<file path="config.mk">
export PLATFORM = sky130hd
export DESIGN_NAME = de1_flash_writer
export DESIGN_NICKNAME = d
export VERILOG_FILES = /design/src/rtl/de1_flash_pkg.sv /design/src/rtl/flash_tick_gen.sv /design/src/rtl/de1_flash_writer.sv
export SDC_FILE = /design/constraint.sdc
export NUM_CORES = 1
export LEC_CHECK = 0
export ABC_AREA = 0
export BUFFER_PORTS_ARGS = -buffer_cell sky130_fd_sc_hd__buf_2
export CORE_MARGIN = 1
export CORE_UTILIZATION = 56
export DETAILED_ROUTE_END_ITERATION = 12
export PLACE_DENSITY = 0.8
export SYNTH_ARGS = -nofsm -noshare
export SYNTH_HDL_FRONTEND = slang
export SYNTH_SLANG_ARGS = --single-unit
</file>
<file path="constraint.sdc">
create_clock -name clk -period 2.46 [get_ports clk]
set_input_delay 0.615 -clock clk [delete_from_list [all_inputs] [get_ports clk]]
set_output_delay 0.615 -clock clk [all_outputs]
set_load 0.005 [all_outputs]
</file>
<file path="src/rtl/de1_flash_pkg.sv">
// Shared types and AMD-style command table for the DE1 byte-mode NOR flash writer.
package de1_flash_pkg;

    typedef enum logic [2:0] {S_RESET, S_IDLE, S_CMD, S_POLL, S_DONE, S_ABORT} state_t;
    typedef enum logic [1:0] {SETUP, PULSE, HOLD} phase_t;

    localparam logic [21:0] CMD_ADDR_AAA = 22'h000AAA;
    localparam logic [21:0] CMD_ADDR_555 = 22'h000555;
    localparam logic [7:0]  DATA_AA = 8'hAA;
    localparam logic [7:0]  DATA_55 = 8'h55;
    localparam logic [7:0]  DATA_A0 = 8'hA0;
    localparam logic [7:0]  DATA_80 = 8'h80;
    localparam logic [7:0]  DATA_30 = 8'h30;
    localparam logic [7:0]  DATA_F0 = 8'hF0;

    localparam int PROG_LEN  = 4;
    localparam int ERASE_LEN = 6;

    typedef struct packed {
        logic [21:0] addr;
        logic [7:0]  data;
    } bus_cmd_t;

    // Entry idx of the program or sector-erase sequence; the last entry targets the operand.
    function automatic bus_cmd_t cmd_entry(input logic is_erase, input logic [2:0] idx,
                                           input logic [21:0] tgt_addr, input logic [7:0] tgt_data);
        bus_cmd_t c;
        c.addr = CMD_ADDR_AAA;
        c.data = DATA_AA;
        if (is_erase) begin
            case (idx)
                3'd0: ;
                3'd1: begin c.addr = CMD_ADDR_555; c.data = DATA_55; end
                3'd2: begin c.addr = CMD_ADDR_AAA; c.data = DATA_80; end
                3'd3: begin c.addr = CMD_ADDR_AAA; c.data = DATA_AA; end
                3'd4: begin c.addr = CMD_ADDR_555; c.data = DATA_55; end
                default: begin c.addr = tgt_addr; c.data = DATA_30; end
            endcase
        end else begin
            case (idx)
                3'd0: ;
                3'd1: begin c.addr = CMD_ADDR_555; c.data = DATA_55; end
                3'd2: begin c.addr = CMD_ADDR_AAA; c.data = DATA_A0; end
                default: begin c.addr = tgt_addr; c.data = tgt_data; end
            endcase
        end
        return c;
    endfunction

endpackage

</file>
<file path="src/rtl/flash_tick_gen.sv">
// Clock divider producing a one-clk tick every CLK_DIV clks; shared with the read controller.
module flash_tick_gen #(
    parameter int CLK_DIV = 5
) (
    input  logic clk,
    input  logic rst,
    output logic tick
);

    localparam int CW = (CLK_DIV > 1) ? $clog2(CLK_DIV) : 1;

    logic [CW-1:0] cnt;

    assign tick = (cnt == CW'(CLK_DIV - 1));

    always_ff @(posedge clk) begin
        if (rst) begin
            cnt <= '0;
        end else if (tick) begin
            cnt <= '0;
        end else begin
            cnt <= cnt + 1'b1;
        end
    end

endmodule

</file>
<file path="src/rtl/de1_flash_writer.sv">
// Programs 16-bit words (two byte programs, low byte first) and erases 64 KB sectors
// on the DE1 NOR flash, with DQ7 data polling and DQ5 timeout detection.
module de1_flash_writer
    import de1_flash_pkg::*;
#(
    parameter int          CLK_DIV     = 5,
    parameter int          RESET_TICKS = 500,
    parameter logic [19:0] POLL_LIMIT  = 20'd1000000
) (
    input  logic        clk,
    input  logic        rst,
    input  logic        write_req,
    input  logic [20:0] write_addr,
    input  logic [15:0] write_data,
    input  logic        erase_req,
    input  logic [20:0] erase_addr,
    output logic        write_ready,
    output logic        busy,
    output logic        error,
    output logic [21:0] flash_a,
    output logic [7:0]  flash_d_out,
    input  logic [7:0]  flash_d_in,
    output logic        flash_d_oe,
    output logic        flash_we_n,
    output logic        flash_reset_n,
    output logic        flash_ce_n,
    output logic        flash_oe_n
);

    localparam int RT_W = $clog2(RESET_TICKS + 1);

    // Handshake: write_req/erase_req are accepted on any clk while busy=0 (erase wins a tie);
    // busy rises the next clk and stays high until the clk on which write_ready pulses.
    logic             tick;
    state_t           state;
    phase_t           phase;
    logic [2:0]       cmd_idx;
    logic             op_erase;
    logic             byte_sel;
    logic             dq5_seen;
    logic [20:0]      req_addr;
    logic [15:0]      req_data;
    logic [19:0]      poll_cnt;
    logic [RT_W-1:0]  rst_timer;

    logic [21:0] tgt_addr;
    logic [7:0]  tgt_data;
    logic        poll_exp;
    logic        last_cmd;
    logic [2:0]  next_idx;
    bus_cmd_t    next_cmd;
    bus_cmd_t    start_cmd;
    logic        unused_dq;

    flash_tick_gen #(.CLK_DIV(CLK_DIV)) u_tick (
        .clk  (clk),
        .rst  (rst),
        .tick (tick)
    );

    assign flash_ce_n = 1'b0;
    assign unused_dq  = ^{flash_d_in[6], flash_d_in[4:0]};

    always_comb begin
        tgt_addr  = op_erase ? {req_addr[20:15], 16'h0000} : {req_addr, byte_sel};
        tgt_data  = byte_sel ? req_data[15:8] : req_data[7:0];
        poll_exp  = op_erase ? 1'b1 : tgt_data[7];
        last_cmd  = op_erase ? (cmd_idx == 3'(ERASE_LEN - 1)) : (cmd_idx == 3'(PROG_LEN - 1));
        next_idx  = last_cmd ? 3'd0 : cmd_idx + 3'd1;
        next_cmd  = cmd_entry(op_erase, next_idx, tgt_addr, tgt_data);
        start_cmd = cmd_entry(op_erase, 3'd0, tgt_addr, tgt_data);
    end

    always_ff @(posedge clk) begin
        if (rst) begin
            state         <= S_RESET;
            phase         <= SETUP;
            cmd_idx       <= 3'd0;
            op_erase      <= 1'b0;
            byte_sel      <= 1'b0;
            dq5_seen      <= 1'b0;
            req_addr      <= '0;
            req_data      <= '0;
            poll_cnt      <= '0;
            rst_timer     <= '0;
            write_ready   <= 1'b0;
            busy          <= 1'b1;
            error         <= 1'b0;
            flash_a       <= '0;
            flash_d_out   <= '0;
            flash_d_oe    <= 1'b0;
            flash_we_n    <= 1'b1;
            flash_oe_n    <= 1'b1;
            flash_reset_n <= 1'b0;
        end else begin
            write_ready <= 1'b0;
            case (state)
                S_RESET: begin
                    if (rst_timer != RT_W'(RESET_TICKS)) rst_timer <= rst_timer + 1'b1;
                    if (rst_timer == RT_W'(RESET_TICKS - 1)) flash_reset_n <= 1'b1;
                    if (tick && flash_reset_n) begin
                        state <= S_IDLE;
                        busy  <= 1'b0;
                    end
                end
                S_IDLE: begin
                    if (!busy) begin
                        if (erase_req || write_req) begin
                            busy     <= 1'b1;
                            error    <= 1'b0;
                            op_erase <= erase_req;
                            req_addr <= erase_req ? erase_addr : write_addr;
                            req_data <= write_data;
                            byte_sel <= 1'b0;
                        end
                    end else if (tick) begin
                        state       <= S_CMD;
                        phase       <= SETUP;
                        cmd_idx     <= 3'd0;
                        flash_a     <= start_cmd.addr;
                        flash_d_out <= start_cmd.data;
                        flash_d_oe  <= 1'b1;
                        flash_we_n  <= 1'b1;
                        flash_oe_n  <= 1'b1;
                    end
                end
                S_CMD: if (tick) begin
                    case (phase)
                        SETUP: begin phase <= PULSE; flash_we_n <= 1'b0; end
                        PULSE: begin phase <= HOLD;  flash_we_n <= 1'b1; end
                        default: begin
                            if (last_cmd) begin
                                state      <= S_POLL;
                                flash_d_oe <= 1'b0;
                                flash_oe_n <= 1'b0;
                                flash_a    <= tgt_addr;
                                poll_cnt   <= '0;
                                dq5_seen   <= 1'b0;
                            end else begin
                                cmd_idx     <= next_idx;
                                phase       <= SETUP;
                                flash_a     <= next_cmd.addr;
                                flash_d_out <= next_cmd.data;
                            end
                        end
                    endcase
                end
                S_POLL: if (tick) begin
                    if (flash_d_in[7] == poll_exp) begin
                        flash_oe_n <= 1'b1;
                        if (!op_erase && !byte_sel) begin
                            byte_sel    <= 1'b1;
                            state       <= S_CMD;
                            phase       <= SETUP;
                            cmd_idx     <= 3'd0;
                            flash_a     <= start_cmd.addr;
                            flash_d_out <= start_cmd.data;
                            flash_d_oe  <= 1'b1;
                        end else begin
                            state <= S_DONE;
                        end
                    end else if (dq5_seen || (!flash_d_in[5] && poll_cnt >= POLL_LIMIT - 20'd1)) begin
                        // Reset-to-read command; the address is a don't-care.
                        state       <= S_ABORT;
                        phase       <= SETUP;
                        flash_a     <= CMD_ADDR_AAA;
                        flash_d_out <= DATA_F0;
                        flash_d_oe  <= 1'b1;
                        flash_oe_n  <= 1'b1;
                    end else begin
                        if (flash_d_in[5]) dq5_seen <= 1'b1;
                        poll_cnt <= (poll_cnt == '1) ? poll_cnt : poll_cnt + 20'd1;
                    end
                end
                S_DONE: if (tick) begin
                    state       <= S_IDLE;
                    busy        <= 1'b0;
                    write_ready <= 1'b1;
                end
                S_ABORT: if (tick) begin
                    case (phase)
                        SETUP: begin phase <= PULSE; flash_we_n <= 1'b0; end
                        PULSE: begin phase <= HOLD;  flash_we_n <= 1'b1; end
                        default: begin
                            flash_d_oe  <= 1'b0;
                            error       <= 1'b1;
                            write_ready <= 1'b1;
                            busy        <= 1'b0;
                            state       <= S_IDLE;
                        end
                    endcase
                end
                default: state <= S_RESET;
            endcase
        end
    end

endmodule

</file>
# Yosys cells after proc, flatten, opt, wreduce, memory -nomap -nowiden

Cells that the tools add are included.

Add/sub/neg operators: 4
$lt $le $gt $ge: 1
Equal/unequal tests: 42
Muxes and demuxes: 112
Bitwise operators: 1
Reduce and logical (&&, ||, !) cells: 39

Operators with widths:

| cell                                           | number |
|---|---|
| 2-to-1 mux 22 bit                              | 9 |
| one-hot mux 30 bit (3 select lines)            | 2 |
| 2-to-1 mux 20 bit                              | 7 |
| 2-to-1 mux 8 bit                               | 10 |
| 2-to-1 mux 3 bit                               | 22 |
| one-hot mux 22 bit (3 select lines)            | 1 |
| one-hot mux 20 bit (2 select lines)            | 1 |
| inequality test 2 bit (second input constant)  | 19 |
| 2-to-1 mux 1 bit                               | 33 |
| AND reduction 8 bit                            | 4 |
| 2-to-1 mux 30 bit                              | 1 |
| one-hot mux 8 bit (3 select lines)             | 1 |
| AND reduction 11 bit                           | 2 |
| 2-to-1 mux 21 bit                              | 1 |
| adder 20 x 1 -> 20 bit (second input constant) | 1 |
| == test 20 bit (second input constant)         | 1 |
| >= comparator 20 bit (second input constant)   | 1 |
| 2-to-1 mux 2 bit                               | 9 |
| one-hot mux 3 bit (6 select lines)             | 1 |
| AND reduction 9 bit                            | 2 |
| 2-to-1 mux 16 bit                              | 1 |
| == test 3 x 2 -> 1 bit (second input constant) | 5 |
| == test 3 bit (second input constant)          | 5 |
| AND reduction 5 bit                            | 3 |
| other kinds (31)                               | 57 |

Register bits: 117
Input port bits: 70
Output and inout bits: 38
Logic and storage cells: 219

# Longest topological paths before layout

Gate-level depths: netlist of run 1.

Depth in word-level cells: 11
Gate-level depth with buffers: 11
Depth with buffers taken out: 8

# Modules after synthesis

From an unflattened synthesis of run 1, not the netlist that was laid out.

Cell total of the unflattened synthesis: 737
Area total of the unflattened synthesis: 6,050.8 sq um

By module, submodules not included:

| module           | times used | cells each | area each (sq um) | sequential area each (sq um) |
|---|---|---|---|---|
| de1_flash_writer | 1          | 724        | 5,919.4           | 2,282.2 |
| flash_tick_gen   | 1          | 13         | 131.4             | 60.1 |

# Worst setup path before layout of run 1

Ideal clock, no wire load.

Path kind: reg2reg
Start point: register cmd_idx[0]
End point: register flash_a[0]
Setup time: 0.070 ns
Arrival: 2.105 ns
Data required time: 2.390 ns
Path slack: 0.285 ns
Stages on the path, launching flop included: 9
Path buffers: 1
Period minus slack after synthesis: 2.175 ns
Cells stage by stage: dfxtp_1 -> clkbuf_1 -> inv_1 -> ha_1 -> nor2b_1 -> nand2_1 -> a311oi_1 -> nand2_1 -> a21oi_1

Longest elaborated chain between the ends: 11
Elaborated cells on any way between the ends: 19
Classes of those cells: 1 x add/sub; 6 x eq/ne; 9 x mux; 3 x reduce/logical

RTL lines:

| element                                                                      | line                    | source |
|---|---|---|
| start: declaration                                                           | de1_flash_writer.sv:37  | `logic [2:0] cmd_idx;` |
| start signal: assignment                                                     | de1_flash_writer.sv:140 | `cmd_idx <= next_idx;` |
| parallel branches: the longest is 7 deep, another holds adder 3 x 1 -> 3 bit | -                       |  |
| 2-to-1 mux 22 bit (*)                                                        | de1_flash_writer.sv:132 | `if (last_cmd) begin` |
| 2-to-1 mux 22 bit (*)                                                        | de1_flash_writer.sv:128 | `case (phase)` |
| 2-to-1 mux 22 bit (*)                                                        | de1_flash_writer.sv:127 | `S_CMD: if (tick) begin` |
| one-hot mux 22 bit (3 select lines) (*)                                      | de1_flash_writer.sv:97  | `case (state)` |
| end signal: assignment                                                       | de1_flash_writer.sv:120 | `flash_a <= start_cmd.addr;` |
| end signal: assignment                                                       | de1_flash_writer.sv:136 | `flash_a <= tgt_addr;` |
| end signal: assignment                                                       | de1_flash_writer.sv:142 | `flash_a <= next_cmd.addr;` |
| end: declaration                                                             | de1_flash_writer.sv:20  | `output logic [21:0] flash_a,` |

Every way passes the cells marked *. The select of a mux whose other input is x is not followed.
A chain may end at the register's enable or synchronous reset.

# Worst setup path after layout of run 1

Start point: register poll_cnt[11]
End point: register poll_cnt[9]

Longest elaborated chain between the ends: 5
Elaborated cells on any way between the ends: 7
Classes of those cells: 1 x order compare; 3 x eq/ne; 3 x reduce/logical

RTL lines:

| element                           | line                    | source |
|---|---|---|
| start: declaration                | de1_flash_writer.sv:43  | `logic [19:0] poll_cnt;` |
| start signal: assignment          | de1_flash_writer.sv:172 | `poll_cnt <= (poll_cnt == '1) ? poll_cnt : poll_cnt + 20'd1;` |
| >= comparator 20 bit              | de1_flash_writer.sv:162 | `end else if (dq5_seen \|\| (!flash_d_in[5] && poll_cnt >= POLL_LIMIT - 20'd1)) begin` |
| logical AND 1 bit                 | de1_flash_writer.sv:162 |  |
| logical OR 1 bit                  | de1_flash_writer.sv:162 |  |
| inequality test 2 bit (no line)   | -                       |  |
| AND reduction 8 bit (no line) (*) | -                       |  |

Every way passes the cells marked *; elsewhere a longest branch is shown, timed or not.

==> implementation parameters, run 1 <==
Parameter                              Value

Critical path
  Largest fanout on the critical path ... 7
  Count of buffer and inverter cells on the critical path ... 0
  Required time reported for the critical path endpoint ... 2900 ps
  Ordered list of cells on the worst path ... or4_4 -> nor4_2 -> a21o_4 -> a31oi_4 -> or4_1 -> o41ai_1
  Gate family responsible for the most delay along the worst path ... simple AND/OR/NAND/NOR gates
  Worst path max stage delay ... 550 ps
  Critical path arrival ... 2770 ps
  Reg2Reg Depth ... 6
  Worst reg2reg endpoint ... poll_cnt[9]
  Max stage delay cell, worst path ... sky130_fd_sc_hd__or4_4
  Category of the most critical setup path ... register to register
  Slack of the worst reg-to-reg path ... 130 ps
  Worst R2R Start ... poll_cnt[11]
  Endpoint class of the critical path ... register
  Element type at the critical path start ... register

Logic synthesis
  Area share of the largest cell type after synthesis ... 39.8%
  Part of the Yosys area used for sequential elements ... 39.8%
  Warning count from the yosys run ... 0
  FFs w/ async S/R, synth ... 0%
  Number of standard cells after synthesis ... 718
  Leading cell types by total area after synthesis ... sky130_fd_sc_hd__dfxtp_1, sky130_fd_sc_hd__nand2_1, sky130_fd_sc_hd__a21oi_1
  Top cell types by occurrence after synthesis ... sky130_fd_sc_hd__dfxtp_1, sky130_fd_sc_hd__nand2_1, sky130_fd_sc_hd__nor2_1
  Mean instance size in the synthesized netlist ... 8.20 sq um
  Number of enable-type register cells in the synthesized netlist ... 0
  Synthesized area ... 0.00589 sq mm
  Number of flip-flops and latches in the synthesized netlist ... 117
  Post-synthesis net count ... 796
  Cell taking the most area after synthesis ... sky130_fd_sc_hd__dfxtp_1
  Number of unique standard cell types used by synthesis ... 66
  Most common cell in the netlist ... sky130_fd_sc_hd__dfxtp_1
  Dominant register cell in the synthesized netlist ... sky130_fd_sc_hd__dfxtp_1

GRT
  Remaining global-route overflow ... 0
  Total global routing track utilization ... 29.8%
  Number of global-route vias before repair ... 5,643
  Pin count of the biggest net entering global routing ... 60
  Initial antenna violation count ... 0
  First-pass GRT wire length ... 26,100 um

CTS
  Cts bufs inserted ... 17
  Clock transition at path regs ... 60 ps
  TritonCTS clock tree ... yes
  Maximum root-to-sink buffer count ... 2
  Number of buffers inserted by hold repair at cts ... 0
  Worst-Skew Late Latency ... 540 ps
  Num Clock Sinks ... 117
  Post-CTS setup buffer count ... 0
  CTS Root Buffer Type ... sky130_fd_sc_hd__clkbuf_8
  Max H-tree Level ... 4

Route
  Vias per inst ... 6.00
  Average wire per cell in the routed design ... 16.2 um
  Total vias in the final route ... 5,854
  Count of nets left with antenna violations after detail routing ... 0
  Initial DRC count ... 372
  Routed wire length ... 15,800 um
  1st-pass router iterations ... 5
  DRC violation count after routing ... 0

Finish
  Fill cell count ... 825
  Sequential cell area ... 0.00234 sq mm
  Final Net Count ... 906
  Multi-input gate area ... 0.00327 sq mm
  Antenna Diode Count ... 0
  P&R area growth vs syn ... 23.4%
  Share of layout cells above drive strength 1 ... 23.2%

Timing
  Final setup viols ... 0
  Maximum operating frequency ... 430 MHz
  Relative max-transition margin ... 61.7%
  Period minus WS final ... 2330 ps
  Setup repair after global routing missed its margin ... no
  Share of the cycle needed by the critical path after routing ... 94.6%
  Worst-case setup margin in the final layout ... 133 ps
  Final max-slew violation count ... 0
  Hold slack final ... 307 ps
  Endpoints failing hold ... 0
  Transition at the pin with the smallest max-transition slack ... 570 ps
  Post-Route Skew ... 10.3 ps

Floorplan
  Floorplan Core Area ... 0.0103 sq mm
  Die outline width ... 105 um
  Starting density of the core ... 57.3%
  Number of top-level design ports ... 108
  Overall die area ... 0.0109 sq mm
  Standard-cell rows ... 37
  DIE HEIGHT ... 105 um

Power
  Standby leakage power ... 0.00285 uW
  Pwr dens ... 714 mW/mm^2
  Highest ir drop seen on vdd ... 0.000499 V
  Power consumption ... 5190 uW

Placement
  Setup slack at placement ... -98.9 ps
  Port Buffer Count ... 100
  Routability Congestion ... 0.966
  Total half-perimeter wirelength after legalization and detailed placement ... 11,200 um

Status
  Outcome ... completed

Run
  Number of max-cap violations ... 0

Hold path
  Min-Delay Startpoint ... write_data[5]
  Worst hold endpoint ... req_data[5]
  Hold crit path type ... input port to register
  Hold depth ... 3
worst max-delay path by stage:
stage	startpoint	to	slack, ps	cells after the start
2_1_floorplan	cmd_idx[0]	flash_a[0]	290	8
3_3_place_gp	flash_d_in[7]	flash_a[10]	-20	6
3_5_place_dp	flash_d_in[7]	flash_a[3]	-100	7
4_1_cts	byte_sel	flash_a[3]	20	7
5_1_grt	poll_cnt[11]	poll_cnt[9]	6	6
6_report	poll_cnt[11]	poll_cnt[9]	130	6
layout by cell type, fill, tap and decap left out, drive strengths merged, types with 5 or more instances in the layout:
cell,instances
a211oi,34
a21o,8
a21oi,61
a221oi,5
a22o,6
a311oi,10
a31oi,18
and3,8
and4,5
buf,142
clkbuf,23
dfxtp,117
ha,8
inv,21
mux2i,28
nand2,85
nand2b,8
nand3,19
nand4,9
nor2,68
nor2b,8
nor3,14
nor4,6
o211ai,5
o21ai,50
or3,7
xor2,5
registers in the layout, indices dropped and copies added, names as in the netlist, 2 cells and up:
name,count
state,3
u_tick.cnt,3
flash_d_out,8
flash_a,22
poll_cnt,20
rst_timer,9
phase,2
cmd_idx,3
req_data,16
req_addr,21
layer usage:
metal	vias up	GRT usage (%)	share of wire, %	wire [um]
met4	0	14.4	2.5	391
li1	2849	-	-	-
met5	-	0	0	0
met1	2759	34.1	41	6430
met3	36	7.86	5.9	929
met2	210	51.3	51	8030
repair_timing:
item	in CTS	in global routing
pin swaps	0	1
setup endpoints to repair	9	19
gates resized for setup	1	4
report_power, final:
| group | internal, uW | switching (uW) | leakage (uW) |
|---|---|---|---|
| Sequential | 2010 | 84.2 | 0.000944 |
| Clock | 1540 | 855 | 0.000280 |
| Combinational | 305 | 407 | 0.00163 |
logic make-up (layout without fill, tap and decap cells):
| kind of cell | Yosys count | in the layout | synth area share [%] |
|---|---|---|---|
| and+or+nand+nor | 250 | 250 | 20.0 |
| DFF | 117 | 117 | 39.8 |
| adders and majority gates | 8 | 8 | 1.70 |
| buffers and inverters | 72 | 194 | 5.16 |
| xor gates and xnor gates | 8 | 8 | 1.19 |
| other | 1 | 1 | 0.0637 |
| AOI/OAI and AO/OA | 231 | 231 | 26.7 |
| muxes | 31 | 31 | 5.40 |
final cells by class:
type / instances / share of cell area, %
flip-flops and latches: 117 / 32.2
inverters: 21 / 1.08
clock buffers: 23 / 6.56
well taps: 136 / 2.34
repair buffers: 142 / 11.4
clock inverters: 8 / 1.36
multi-input cells: 529 / 45.0
worst register-to-register path: stages (launching register included):
cell,delay (ps)
sky130_fd_sc_hd__dfxtp_1,360
sky130_fd_sc_hd__or4_4,550
sky130_fd_sc_hd__nor4_2,220
sky130_fd_sc_hd__a21o_4,250
sky130_fd_sc_hd__a31oi_4,140
sky130_fd_sc_hd__or4_1,460
sky130_fd_sc_hd__o41ai_1,250
stage by stage:
step / cells / cell area, sq um / setup TNS [ps] / util [%]
after CTS: 976 / 7250 / 0 / 70.5
after floorplan: 718 / 5890 / 0 / -
final: 976 / 7270 / 0 / 70.7
after global routing: 976 / 7270 / 0 / 70.7
after global placement: 945 / 6670 / -260 / 64.9
after detailed placement: 945 / 6670 / -618 / 64.9
(Power assumes the default switching activity.)
==> run 2, diff against run 1 <==
--- a/config.mk
+++ b/config.mk
@@ -7,5 +7,5 @@
 export LEC_CHECK = 0
 export ABC_AREA = 0
-export BUFFER_PORTS_ARGS = -buffer_cell sky130_fd_sc_hd__buf_2
+export BUFFER_PORTS_ARGS = -buffer_cell sky130_fd_sc_hd__buf_4
 export CORE_MARGIN = 1
 export CORE_UTILIZATION = 56
==> constraint.sdc (replaced) <==
create_clock -name clk -period 2.46 [get_ports clk]
set_input_delay 0.369 -clock clk [delete_from_list [all_inputs] [get_ports clk]]
set_output_delay 0.369 -clock clk [all_outputs]
set_load 0.005 [all_outputs]
==> run 2 against run 1 <==
  * Routed wire length is 3.4% higher
  * Final area increased by 2.6%
  * Die area did not move
  * Register-to-register slack got worse by 50 ps
  * Utilization grew 1.9 points
  * Combinational power grew 10%
  * Via count increased by 1.0%
  * Sequential power hardly changed
  * Largest cell class unchanged
  * Sequential share of layout area decreased by 0.82 points
  * First-iteration DRC count up 9.7%
  * Clock skew is 2.4 ps lower
==> implementation parameters, run 2 (synthesized netlist as in run 1, its figures left out) <==
Parameter                              Value

Finish
  Final Net Count ... 907
  Share of layout cells above drive strength 1 ... 23.0%
  Final core occ ... 72.6%
  Max FFs per register ... 22
  Fill cell count ... 821
  Antenna Diode Count ... 0
  P&R area growth vs syn ... 26.7%
  Multi-input gate area ... 0.00327 sq mm
  Leading registers by flop count ... flash_a (22), req_addr (21), poll_cnt (20)
  Highest-count cells in the layout ignoring fill and taps ... sky130_fd_sc_hd__buf_4, sky130_fd_sc_hd__dfxtp_1, sky130_fd_sc_hd__nand2_1
  Sequential cell area ... 0.00234 sq mm
  Most common cell after layout, fill and taps aside ... sky130_fd_sc_hd__buf_4
  Top register by number of flip-flops ... flash_a

Timing
  Post-Route Skew ... 7.88 ps
  Setup_tns ... 0 ps
  Relative max-transition margin ... 49.1%
  Final setup viols ... 0
  Share of the cycle needed by the critical path after routing ... 96.7%
  Period minus WS final ... 2380 ps
  Endpoints failing hold ... 0
  Final max-slew violation count ... 0
  Transition at the pin with the smallest max-transition slack ... 756 ps
  Maximum operating frequency ... 420 MHz
  Worst-case setup margin in the final layout ... 81.3 ps
  Setup repair after global routing missed its margin ... no

Floorplan
  Number of top-level design ports ... 108
  Die outline width ... 105 um
  Standard-cell rows ... 37
  Floorplan Core Area ... 0.0103 sq mm
  Overall die area ... 0.0109 sq mm
  Starting density of the core ... 57.3%
  DIE HEIGHT ... 105 um

Critical path
  Max stage delay cell, worst path ... sky130_fd_sc_hd__a211oi_4
  Endpoint class of the critical path ... register
  Count of buffer and inverter cells on the critical path ... 1
  Largest fanout on the critical path ... 12
  Required time reported for the critical path endpoint ... 2900 ps
  Worst R2R Start ... byte_sel
  Reg2Reg Depth ... 7
  Gate family responsible for the most delay along the worst path ... simple AND/OR/NAND/NOR gates
  Worst reg2reg endpoint ... flash_a[3]
  Element type at the critical path start ... register
  Ordered list of cells on the worst path ... mux2_4 -> or3_1 -> and4_2 -> a211oi_4 -> buf_4 -> nor2_1 -> a211oi_1
  Worst path max stage delay ... 410 ps
  Category of the most critical setup path ... register to register
  Critical path arrival ... 2820 ps
  Slack of the worst reg-to-reg path ... 80 ps

Route
  Total vias in the final route ... 5,913
  Initial DRC count ... 408
  Count of nets left with antenna violations after detail routing ... 0
  DRC violation count after routing ... 0
  Routed wire length ... 16,300 um
  Average wire per cell in the routed design ... 16.7 um
  Vias per inst ... 6.07
  1st-pass router iterations ... 5

Hold path
  Worst hold endpoint ... req_data[0]
  Min-Delay Startpoint ... write_data[0]
  Hold crit path type ... input port to register
  Hold depth ... 3

CTS
  Maximum root-to-sink buffer count ... 2
  Post-CTS setup buffer count ... 0
  Cts bufs inserted ... 17
  Clock transition at path regs ... 50 ps
  Num Clock Sinks ... 117
  CTS Root Buffer Type ... sky130_fd_sc_hd__clkbuf_8
  Max H-tree Level ... 4
  TritonCTS clock tree ... yes
  Worst-Skew Late Latency ... 530 ps

Power
  Pwr dens ... 671 mW/mm^2
  Standby leakage power ... 0.00289 uW
  Highest ir drop seen on vdd ... 0.000531 V

GRT
  Remaining global-route overflow ... 0
  First-pass GRT wire length ... 26,700 um
  Initial antenna violation count ... 0
  Number of global-route vias before repair ... 5,732
  Total global routing track utilization ... 30.7%
  Pin count of the biggest net entering global routing ... 60

Status
  Outcome ... completed

Placement
  Routability Congestion ... 0.925
  Port Buffer Count ... 100
  Setup slack at placement ... 1.89 ps
  Total half-perimeter wirelength after legalization and detailed placement ... 11,300 um

Run
  Number of max-cap violations ... 0
[run 2: cell types whose count changed in the layout (fill, tap and decap cells not counted), sizes merged]
| cell | change |
|---|---|
| clkinvlp | -1 |
| bufinv | -2 |
| buf | +1 |
[run 2: worst max path at each step]
stage / end / depth (start not counted) / startpoint
after global placement: flash_a[5] / 7 / byte_sel
after detailed placement: flash_a[9] / 7 / byte_sel
final: flash_a[3] / 7 / byte_sel
after floorplan: flash_a[0] / 8 / cmd_idx[0]
after global routing: poll_cnt[6] / 8 / byte_sel
after CTS: flash_a[3] / 7 / byte_sel
[run 2: worst reg2reg max path, stage by stage (launching register included)]
cell and delay (ps):
sky130_fd_sc_hd__dfxtp_1 340, sky130_fd_sc_hd__mux2_4 320, sky130_fd_sc_hd__or3_1 350, sky130_fd_sc_hd__and4_2 330, sky130_fd_sc_hd__a211oi_4 410, sky130_fd_sc_hd__buf_4 250
sky130_fd_sc_hd__nor2_1 50, sky130_fd_sc_hd__a211oi_1 230
[run 2: final cells by class]
cell class	instances	area share, %
clock buffers	23	6.39
clock inverters	5	0.369
inverters	21	1.06
multi-input cells	529	43.8
flip-flops and latches	117	31.4
well taps	136	2.28
repair buffers	143	14.7
[run 2: routing by layer]
metal	part of all wire [%]	GRT usage (%)	vias up	wire length, um
li1	-	-	2845	-
met5	0	0	-	0
met2	52	55.1	205	8540
met4	1.9	11.7	0	315
met1	40	34.4	2830	6590
met3	5.3	8.11	33	865
[run 2: metrics by stage]
step	hold slack (ps)	instances	instance area, sq um	total power (uW)
finish	91.6	974	7460	5000
global route	73.0	974	7460	5210
CTS	68.6	974	7450	5020
detailed placement	451	946	6940	2900
global placement	442	946	6940	2860
floorplan	432	718	5890	2550
[run 2: power by group]
| part | switching, uW | internal, uW |
|---|---|---|
| Clock | 809 | 1310 |
| Combinational | 416 | 371 |
| Sequential | 91.0 | 2010 |
| Total | 1320 | 3690 |
[run 2: timing repair]
action	CTS	global route
gates resized for setup	1	2
hold buffers	0	0
endpoints found under the setup margin	1	17
pin swaps	0	1
==> run 3, diff against run 2 <==
CORE_UTILIZATION = 30   (was 56)
PLACE_DENSITY = default   (was 0.8)
SYNTH_HIERARCHICAL = 1   (was default)
==> run 3 against run 2 <==
  * Total power up 24%
  * Worst hold slack better by 100 ps
  * Combinational power up 110%
  * Critical endpoint is now flash_a[0]
  * Largest power group unchanged
  * Highest routed layer unchanged
==> implementation parameters, run 3 <==
Parameter                              Value

Logic synthesis
  Number of standard cells after synthesis ... 737
  Mean instance size in the synthesized netlist ... 8.21 sq um
  Most common cell in the netlist ... sky130_fd_sc_hd__dfxtp_1
  Number of flip-flops and latches in the synthesized netlist ... 117
  Top cell types by occurrence after synthesis ... sky130_fd_sc_hd__dfxtp_1, sky130_fd_sc_hd__nand2_1, sky130_fd_sc_hd__a21oi_1
  Part of the Yosys area used for sequential elements ... 38.7%
  Cell taking the most area after synthesis ... sky130_fd_sc_hd__dfxtp_1
  Area share of the largest cell type after synthesis ... 38.7%
  Leading cell types by total area after synthesis ... sky130_fd_sc_hd__dfxtp_1, sky130_fd_sc_hd__nand2_1, sky130_fd_sc_hd__a21oi_1
  Post-synthesis net count ... 815
  Synthesized area ... 0.00605 sq mm
  Warning count from the yosys run ... 6
  Number of enable-type register cells in the synthesized netlist ... 0
  Number of unique standard cell types used by synthesis ... 74
  Dominant register cell in the synthesized netlist ... sky130_fd_sc_hd__dfxtp_1
  FFs w/ async S/R, synth ... 0%

Critical path
  Endpoint class of the critical path ... register
  Element type at the critical path start ... register
  Critical path arrival ... 2700 ps
  Category of the most critical setup path ... register to register
  Slack of the worst reg-to-reg path ... 80 ps
  Required time reported for the critical path endpoint ... 2780 ps
  Largest fanout on the critical path ... 11

Placement
  Port Buffer Count ... 100
  Total half-perimeter wirelength after legalization and detailed placement ... 12,300 um
  Inst Count DP ... 1,104
  Routability Congestion ... 0.838

Timing
  Relative max-transition margin ... 56.9%
  Maximum operating frequency ... 420 MHz
  Transition at the pin with the smallest max-transition slack ... 640 ps
  Final max-slew violation count ... 0
  Setup_tns ... 0 ps
  Period minus WS final ... 2380 ps
  Post-Route Skew ... 7.87 ps
  Final setup viols ... 0
  Share of the cycle needed by the critical path after routing ... 96.7%
  Endpoints failing hold ... 0

Floorplan
  Standard-cell rows ... 51
  Die outline width ... 144 um
  Overall die area ... 0.0207 sq mm
  Floorplan Core Area ... 0.0196 sq mm
  Starting density of the core ... 30.9%
  DIE HEIGHT ... 144 um
  Number of top-level design ports ... 108

Run
  Number of max-cap violations ... 0

Finish
  Most common cell after layout, fill and taps aside ... sky130_fd_sc_hd__buf_4
  Top register by number of flip-flops ... flash_a
  Final Net Count ... 938
  Leading registers by flop count ... flash_a (22), req_addr (21), poll_cnt (20)
  Share of layout cells above drive strength 1 ... 24.9%
  Max FFs per register ... 22
  Final core occ ... 40.6%
  Antenna Diode Count ... 0
  Fin cells ... 1,134
  P&R area growth vs syn ... 31.5%
  Highest-count cells in the layout ignoring fill and taps ... sky130_fd_sc_hd__buf_4, sky130_fd_sc_hd__dfxtp_1, sky130_fd_sc_hd__nand2_1
  Fill cell count ... 2,032

Route
  Count of nets left with antenna violations after detail routing ... 0
  Average wire per cell in the routed design ... 15.3 um
  Vias per inst ... 5.18
  DRC violation count after routing ... 0
  Routed wire length ... 17,400 um
  1st-pass router iterations ... 5
  Total vias in the final route ... 5,878
  Initial DRC count ... 399

CTS
  Number of buffers inserted by hold repair at cts ... 0
  Max H-tree Level ... 4
  Num Clock Sinks ... 117
  Worst-Skew Late Latency ... 420 ps
  Clock transition at path regs ... 60 ps
  Maximum root-to-sink buffer count ... 2
  TritonCTS clock tree ... yes
  CTS Root Buffer Type ... sky130_fd_sc_hd__clkbuf_16
  Cts bufs inserted ... 17

Power
  Power dissipated by switching net loads ... 1930 uW
  Share of total power in combinational logic ... 26.5%
  Proportion of total power due to net switching ... 31.1%
  Highest ir drop seen on vdd ... 0.000437 V
  Sequential Power Share ... 35.0%
  Internal power consumption ... 4270 uW
  Pwr dens ... 779 mW/mm^2
  Portion of total power attributed to the clock network ... 38.5%
  Standby leakage power ... 0.00301 uW

GRT
  Remaining global-route overflow ... 0
  Total global routing track utilization ... 17.4%
  Initial antenna violation count ... 0
  Pin count of the biggest net entering global routing ... 59
  Number of global-route vias before repair ... 5,402
  First-pass GRT wire length ... 28,100 um

Status
  Outcome ... completed

Hold path
  Hold crit path type ... input port to register
-- run 3: kinds of logic after synthesis --
kind of cell / count (synthesis) / synth area share, %
other: 1 / 0.0620
AND/OR/NAND/NOR: 257 / 20.3
flip-flops: 117 / 38.7
buffers and inverters: 74 / 5.60
adder cells (fa/ha/maj): 8 / 1.65
multiplexers: 37 / 6.24
XOR/XNOR: 10 / 1.45
AO/OA/AOI/OAI: 233 / 26.0
-- run 3: worst max-delay path: stages (launching register included) --
cell and delay [ps]:
sky130_fd_sc_hd__dfxtp_1 490, sky130_fd_sc_hd__and3b_1 260, sky130_fd_sc_hd__o21ai_0 450, sky130_fd_sc_hd__buf_4 280
sky130_fd_sc_hd__nand2_1 170, sky130_fd_sc_hd__o211a_1 370, sky130_fd_sc_hd__a211oi_1 250
-- run 3: layout make-up --
type	instances	area, sq um	share of cell area, %
timing repair buffer	159	1250	15.7
inverter	19	71.3	0.897
tap	265	332	4.17
sequential	117	2340	29.4
clock buffer	19	453	5.69
clock inverter	9	108	1.35
multi-input combinational	546	3400	42.8
-- run 3: metrics by stage --
step	power [uW]	worst slack (ps)	hold slack, ps	instance area [sq um]
6_report	6200	80.6	194	7950
5_1_grt	6530	-8.03	188	7950
4_1_cts	6220	44.2	182	7930
3_5_place_dp	3810	-230	447	7340
3_3_place_gp	3800	-151	440	7340
2_1_floorplan	3150	112	427	6050
-- run 3: routing by layer --
metal / track usage, % / vias to the layer above / share of wire, %
met5: 0 / - / 0
met4: 5.94 / 0 / 1.4
met3: 4.83 / 22 / 6.2
met2: 26.9 / 163 / 46
met1: 23.2 / 2720 / 47
li1: - / 2973 / -
-- run 3: timing repair --
action                                  CTS  global route
endpoints found under the setup margin   30            18
buffers inserted                          2             0
pin swaps                                 1             0
resized for setup                         1             4
hold endpoints to repair                  0             0
-- run 3: power by group through the flow --
stage | clock, uW | combinational, uW | sequential, uW
detailed placement | 0 | 1600 | 2210
global route | 2530 | 1810 | 2190
global placement | 0 | 1580 | 2210
CTS | 2440 | 1610 | 2170
finish | 2390 | 1640 | 2170
floorplan | 0 | 974 | 2180
-- run 3: worst paths after layout --
kind / startpoint / end / depth (start not counted)
setup / recovery: cmd_idx[1] / flash_a[0] / 6
hold / removal: write_data[1] / req_data[1] / 3
setup reg to reg: cmd_idx[1] / flash_a[0] / 6
hold reg to reg: req_data[10] / req_data[10] / 2
